===== src/rtl/sim_halt_ctrl.sv =====
// sim_halt_ctrl
//
// Halt controller for the NPC simulation top. It watches the commit stage for
// an ebreak and classifies the exit as a good trap (a0 == 0) or a bad trap
// (a0 != 0). After the ebreak it stalls fetch, lets in-flight work drain for
// DRAIN_CYCLES cycles, and then presents a halt record to the testbench side.
//
// Optional feature macro: SIM_HALT_WDT_EN
//   When defined, a no-commit watchdog is compiled in. After WDT_CYCLES
//   consecutive cycles without a commit in RUN, it emits a timeout record
//   (reason 3, code all-ones, pc = last committed PC).
//   When undefined, no watchdog logic exists and reason 3 is never produced.
//
// Handshake: halt_valid rises when the record is ready and stays high until an
// edge samples halt_ack high. That edge completes the transfer, and
// halt_valid is low from the next cycle on. halt_ack has no effect when
// halt_valid is low. If ack is already high, halt_valid is high for exactly
// one cycle.
//
// Ports
//   clk           in   sole clock, rising edge
//   rst_n         in   asynchronous active-low reset
//   commit_valid  in   one instruction retires this cycle
//   commit_ebreak in   retiring instruction is ebreak (qualified by commit_valid)
//   commit_pc     in   PC of retiring instruction
//   a0            in   architectural x10 at commit
//   halt_ack      in   testbench consumed the halt record
//   fetch_stall   out  freeze fetch (registered)
//   halt_valid    out  halt record valid (registered)
//   halt_reason   out  0 none, 1 good trap, 2 bad trap, 3 timeout
//   halt_code     out  captured a0, or all-ones on timeout
//   halt_pc       out  ebreak PC, or last committed PC on timeout
//
// The FSM state is held in the signal "state" for hierarchical observation.

module sim_halt_ctrl #(
   parameter int XLEN         = 32,
   parameter int DRAIN_CYCLES = 4,
   parameter int WDT_CYCLES   = 1024
) (
   input  logic            clk,
   input  logic            rst_n,
   input  logic            commit_valid,
   input  logic            commit_ebreak,
   input  logic [XLEN-1:0] commit_pc,
   input  logic [XLEN-1:0] a0,
   input  logic            halt_ack,
   output logic            fetch_stall,
   output logic            halt_valid,
   output logic [1:0]      halt_reason,
   output logic [XLEN-1:0] halt_code,
   output logic [XLEN-1:0] halt_pc
);

   typedef enum logic [1:0] {
      S_RUN   = 2'd0,
      S_DRAIN = 2'd1,
      S_HALT  = 2'd2,
      S_DONE  = 2'd3
   } state_t;

   // Drain counter needs to hold DRAIN_CYCLES-1. Keep it at least 1 bit wide
   // so that DRAIN_CYCLES of 0 or 1 still elaborate cleanly.
   localparam int DW = (DRAIN_CYCLES > 1) ? $clog2(DRAIN_CYCLES) : 1;
   localparam logic [DW-1:0] DRAIN_LOAD =
      (DRAIN_CYCLES > 0) ? DW'(DRAIN_CYCLES - 1) : '0;

   state_t          state, state_d;
   logic [DW-1:0]   drain_cnt, drain_cnt_d;
   logic            fetch_stall_d, halt_valid_d;
   logic [1:0]      reason_d;
   logic [XLEN-1:0] code_d, pc_d;

`ifdef SIM_HALT_WDT_EN
   localparam int WW = $clog2(WDT_CYCLES);
   localparam logic [WW-1:0] WDT_LAST = WW'(WDT_CYCLES - 1);

   logic [WW-1:0]   wdt_cnt, wdt_cnt_d;
   logic [XLEN-1:0] last_pc, last_pc_d;
`endif

   always_comb begin
      state_d     = state;
      drain_cnt_d = drain_cnt;
      reason_d    = halt_reason;
      code_d      = halt_code;
      pc_d        = halt_pc;
`ifdef SIM_HALT_WDT_EN
      wdt_cnt_d   = wdt_cnt;
      last_pc_d   = last_pc;
`endif

      case (state)
         S_RUN: begin
`ifdef SIM_HALT_WDT_EN
            // A commit on the expiry edge wins over the timeout.
            if (commit_valid) begin
               wdt_cnt_d = '0;
               last_pc_d = commit_pc;
            end else if (wdt_cnt == WDT_LAST) begin
               reason_d = 2'd3;
               code_d   = '1;
               pc_d     = last_pc;
               state_d  = S_HALT;
            end else begin
               wdt_cnt_d = wdt_cnt + 1'b1;
            end
`endif
            if (commit_valid && commit_ebreak) begin
               pc_d        = commit_pc;
               code_d      = a0;
               reason_d    = (a0 == '0) ? 2'd1 : 2'd2;
               drain_cnt_d = DRAIN_LOAD;
               state_d     = (DRAIN_CYCLES == 0) ? S_HALT : S_DRAIN;
            end
         end
         S_DRAIN: begin
            if (drain_cnt == '0) begin
               state_d = S_HALT;
            end else begin
               drain_cnt_d = drain_cnt - 1'b1;
            end
         end
         S_HALT: begin
            if (halt_ack) begin
               state_d = S_DONE;
            end
         end
         S_DONE: begin
            state_d = S_DONE;
         end
         default: begin
            state_d = S_RUN;
         end
      endcase

      // Outputs come straight from flops, so they are derived from the next state.
      fetch_stall_d = (state_d != S_RUN);
      halt_valid_d  = (state_d == S_HALT);
   end

   always_ff @(posedge clk or negedge rst_n) begin
      if (!rst_n) begin
         state       <= S_RUN;
         drain_cnt   <= '0;
         fetch_stall <= 1'b0;
         halt_valid  <= 1'b0;
         halt_reason <= 2'd0;
         halt_code   <= '0;
         halt_pc     <= '0;
      end else begin
         state       <= state_d;
         drain_cnt   <= drain_cnt_d;
         fetch_stall <= fetch_stall_d;
         halt_valid  <= halt_valid_d;
         halt_reason <= reason_d;
         halt_code   <= code_d;
         halt_pc     <= pc_d;
      end
   end

`ifdef SIM_HALT_WDT_EN
   always_ff @(posedge clk or negedge rst_n) begin
      if (!rst_n) begin
         wdt_cnt <= '0;
         last_pc <= '0;
      end else begin
         wdt_cnt <= wdt_cnt_d;
         last_pc <= last_pc_d;
      end
   end
`endif

endmodule


===== config.mk =====
export PLATFORM = sky130hd
export DESIGN_NAME = sim_halt_ctrl
export DESIGN_NICKNAME = d
export VERILOG_FILES = /design/src/rtl/sim_halt_ctrl.sv
export SDC_FILE = /design/constraint.sdc
export NUM_CORES = 1
export LEC_CHECK = 0
export ABC_AREA = 0
export CORE_MARGIN = 4
export CORE_UTILIZATION = 62
export CTS_CLUSTER_DIAMETER = 80
export DETAILED_ROUTE_END_ITERATION = 8
export DONT_BUFFER_PORTS = 1
export GPL_ROUTABILITY_DRIVEN = 0
export PLACE_DENSITY = 0.84
export SLEW_MARGIN = 20
export SYNTH_ARGS = -nofsm -noshare
export SYNTH_HDL_FRONTEND = slang
export SYNTH_SLANG_ARGS = --single-unit

===== constraint.sdc =====
create_clock -name clk -period 2.3 [get_ports clk]
set_clock_uncertainty 0.2 [all_clocks]
set_input_delay 0.23 -clock clk [delete_from_list [all_inputs] [get_ports clk]]
set_output_delay 0.23 -clock clk [all_outputs]
set_load 0.01 [all_outputs]

### Yosys cells after proc, flatten, opt, wreduce, memory -nomap -nowiden

Index checks and enable logic that the tools add are counted.
W data, S select, Z words.

* bits in latches: 0
* input port bits: 69
* bits in writable memories: 0
* output and inout port bits: 68
* word-level logic and storage cells: 30
* memory bits (read-only): 0
* memories kept: 0
* bits in registers: 72

* $lt $le $gt $ge: 0
* div/mod/pow operators: 0
* $add $sub $neg: 1
* multipliers: 0
* shift-type cells: 0
* equal/unequal tests: 6
* reduce and logical (&&, ||, !) cells: 8
* muxes and demuxes: 8
* bitwise operators: 0

Operator list (count)
* $logic_not A32 Y1: 1
* $mux W2: 6
* $pmux W2 S4: 1
* $eq A2 B2 Y1 const B: 3
* $logic_not A2 Y1: 2
* $ne A2 B2 Y1 const B: 2
* $pmux W2 S2: 1
* $reduce_bool A2 Y1: 2
* $reduce_and A3 Y1: 1
* $eq A2 B1 Y1 const B: 1
* $reduce_and A2 Y1: 1
* $sub A2 B1 Y2 const B: 1
* $logic_and A1 B1 Y1: 1

### Depth between registers and ports, before layout

* depth in word-level cells: 4
* depth in mapped cells: 5
* gate-level depth less buffers: 5

### Least setup slack after synthesis

No wires, ideal clock.

* kind: register to register
* from: reg state[0]
* to: reg halt_code[10]
* setup slack: 0.653 ns
* arrival: 1.322 ns
* library setup time: 0.125 ns
* path buffers: 1
* data required time: 1.975 ns
* cell stages (with the launch flop): 4
* clock period less this slack: 1.647 ns
* cells stage by stage: dfrtp_1 nor3_4 buf_6 mux2_2

* longest elaborated chain between the ends: 2

RTL lines
* start, declared: line 68 `state_t state, state_d;`
* start signal, assigned: line 152 `state <= state_d;`
* $logic_not A2 Y1: line 93 `case (state)`
* $reduce_and A2 Y1 (no source line)
* end signal, assigned: line 157 `halt_code <= code_d;`
* end, declared: line 51 `output logic [XLEN-1:0] halt_code,`

No other way between the ends.
A chain may end at the register's enable or synchronous reset.

### Worst setup path after layout

* from: reg state[1]
* to: reg halt_code[28]

Same word-level chain as after synthesis.

==> flow_summary.toml <==
[status]
status = "completed"

[worst_setup_path]
r2r_start = "state[1]$_DFF_PN0_"
r2r-end = "halt_code[28]$_DFFE_PN0P_"
critPathMaxFanout = 67
worstSetupPathType = "register to register"
crit_end = "halt_code[28]$_DFFE_PN0P_"
reg2reg_depth = 3
cp-end-kind = "register"
required_ns = 2.32
startpoint_type = "register"
worstPathArrival_ns = 1.92
crit_path_start = "state[1]$_DFF_PN0_"
ff2ff_setup_slack_ns = 0.40

[place]
pre_cts_ws_ns = 0.463
hpwl_um = 4030
place_area_um2 = 2810
port_buffers = 0
place_inst = 219

[die]
fp.dieH_um = 75.3
start_util = 0.645
dieArea_um2 = 5670
chipWidth_um = 75.3
coreArea_um2 = 4350
num_rows = 24
io_pins = 137

[grt]
antenna_found_initial = 0
gr-total-overflow = 0
first_global_vias = 2062
grt.total_usage = 0.268
grt_max_degree = 73
grt_pass1_wl_um = 10500

[routing]
first_pass_iters = 4
drtIter0Drc = 120
routedWlPerCell_um = 23.3
antenna_left = 0
vias_per_cell = 5.86
via_count = 1769
drt-total-wl_um = 7050
drc = 0

[clocking]
root_buffer = "clkbuf_8"
cts.sink_count = 72
cts.path.max_buffers = 2
cts_tree = "built"
clock_latency_ns = 0.34
clk_pin_slew_ns = 0.07
numCtsBuffers = 9
cts.repair.resized = 0
htree_levels = 3

[run]
maxCapViolCount = 0

[sta]
hold_viol_final = 0
worstMarginPinSlew_ns = 0.504
fmax_ghz = 0.526
relSlewSlack = 0.661
finalMaxSlewViolations = 0
setup_viol = 0
period_needed_ns = 1.90
timing.final.ws_setup_ns = 0.400
period_share = 0.826
rsz0062_at_grt = "false"
tns_ns = 0

[synthesis]
synth_top_area_share = 0.642
syn-cell-area_um2 = 2810
seq_area_frac_synth = 0.642
synth_area_leaders = "dfrtp_1 (64%), mux2_2 (26%), buf_6 (2.8%)"
synth_fp_nets = 243
ys_seq_elements = 72
synth_cell_types = 21
yosysWarnings = 0
synthCells = 173
syn_area_per_cell_um2 = 16.2
synth_top_area_cell = "dfrtp_1"

[final_layout]
area.growth.synth_to_final_pct = 31.2
instances_no_fill = 302
antenna_cells = 0
fin_nets = 315
stdcell_area_um2 = 3680
final_layout_size_suffix_gt1_frac = 0.336

[pwr]
p_leak_nw = 1.60
p_per_area_nw_per_um2 = 1180
power_mw = 4.33
peakVddDrop_mv = 0.825

[hold_path]
hold_path_class = "primary input to register"
==> power by group <==
group          leakage, nW  internal (mW)  switching (mW)  total, mW
logic                0.633          0.513           0.251      0.764
registers            0.874           1.87           0.760       2.63
clock network       0.0941          0.497           0.443      0.940
total                 1.60           2.88            1.45       4.33
==> placed cells by master, fill, tap and decap left out, types with 2 or more instances in the layout <==
cell type	instances
a21oi_1	3
clkbuf_1	3
clkbuf_8	9
clkinv_2	3
dfrtp_1	72
dlygate4sd3_1	66
inv_1	3
mux2_2	64
nor3_1	2
nor4_1	8
==> cells by family after synthesis <==
group,Yosys count,synth area share
DFF,72,0.642
muxes,64,0.257
and+or+nand+nor,19,0.0482
buffers and inverters,10,0.0321
AOI/OAI and AO/OA,7,0.0165
adders and majority gates,1,0.00446
==> how the worst min path moves through the flow <==
| stage | start | endpoint | slack (ns) | cells after the start |
|---|---|---|---|---|
| 6_report | a0[30] | halt_reason[0]$_DFFE_PN0P_ | 0.07 | 4 |
| 2_1_floorplan | rst_n | drain_cnt[0]$_DFFE_PN0P_ | -0.27 | 0 |
| 3_3_place_gp | rst_n | halt_code[19]$_DFFE_PN0P_ | -0.26 | 0 |
| 5_1_grt | a0[30] | halt_reason[0]$_DFFE_PN0P_ | 0.08 | 4 |
| 4_1_cts | a0[30] | halt_reason[0]$_DFFE_PN0P_ | 0.07 | 4 |
| 3_5_place_dp | rst_n | halt_pc[29]$_DFFE_PN0P_ | -0.26 | 0 |
==> routing by layer <==
metal | track usage | part of all wire
met4 | 0.167 | 0.034
met3 | 0.0921 | 0.089
met5 | 0 | 0
met1 | 0.275 | 0.34
met2 | 0.465 | 0.54
==> worst max-delay path, cell delays in order, from the launching register on <==
cell and delay, ns:
dfrtp_1 0.47, nor3_4 0.31, buf_12 0.35, mux2_2 0.40
==> Yosys cell counts (all sizes together) <==
master and instances:
ha 1, o22a 1, or3 1, nand2 1, and2b 2, nor3b 1, dfrtp 72, and4 1
a21oi 3, nand3 2, o21bai 1, nor4 8, buf 7, nor3 3, mux2 64, inv 3
o22ai 1, a21o 1
==> state kept, by name (all words and copies together) (netlist names) <==
register	cells
drain_cnt	2
fetch_stall	1
halt_code	32
halt_pc	32
halt_reason	2
halt_valid	1
state	2
==> through the flow <==
stage,utilization,hold WS [ns]
6_report,0.845,0.0657
5_1_grt,0.845,0.0799
4_1_cts,0.845,0.0712
3_5_place_dp,0.646,-0.264
3_3_place_gp,0.646,-0.264
2_1_floorplan,-,-0.266
==> final cells by class <==
type | count | area (um^2)
flip-flops and latches | 72 | 1800
multi-input cells | 91 | 915
repair buffers | 68 | 708
fillers | 209 | 673
clock buffers | 12 | 135
well taps | 52 | 65.1
clock inverters | 4 | 45.0
inverters | 3 | 11.3
==> what timing repair did <==
action / in CTS / in global routing
hold buffers: 67 / 0
endpoints found under the hold margin: 139 / 0
buffers inserted: 0 / 0
Power figures use the tool's default switching activity.
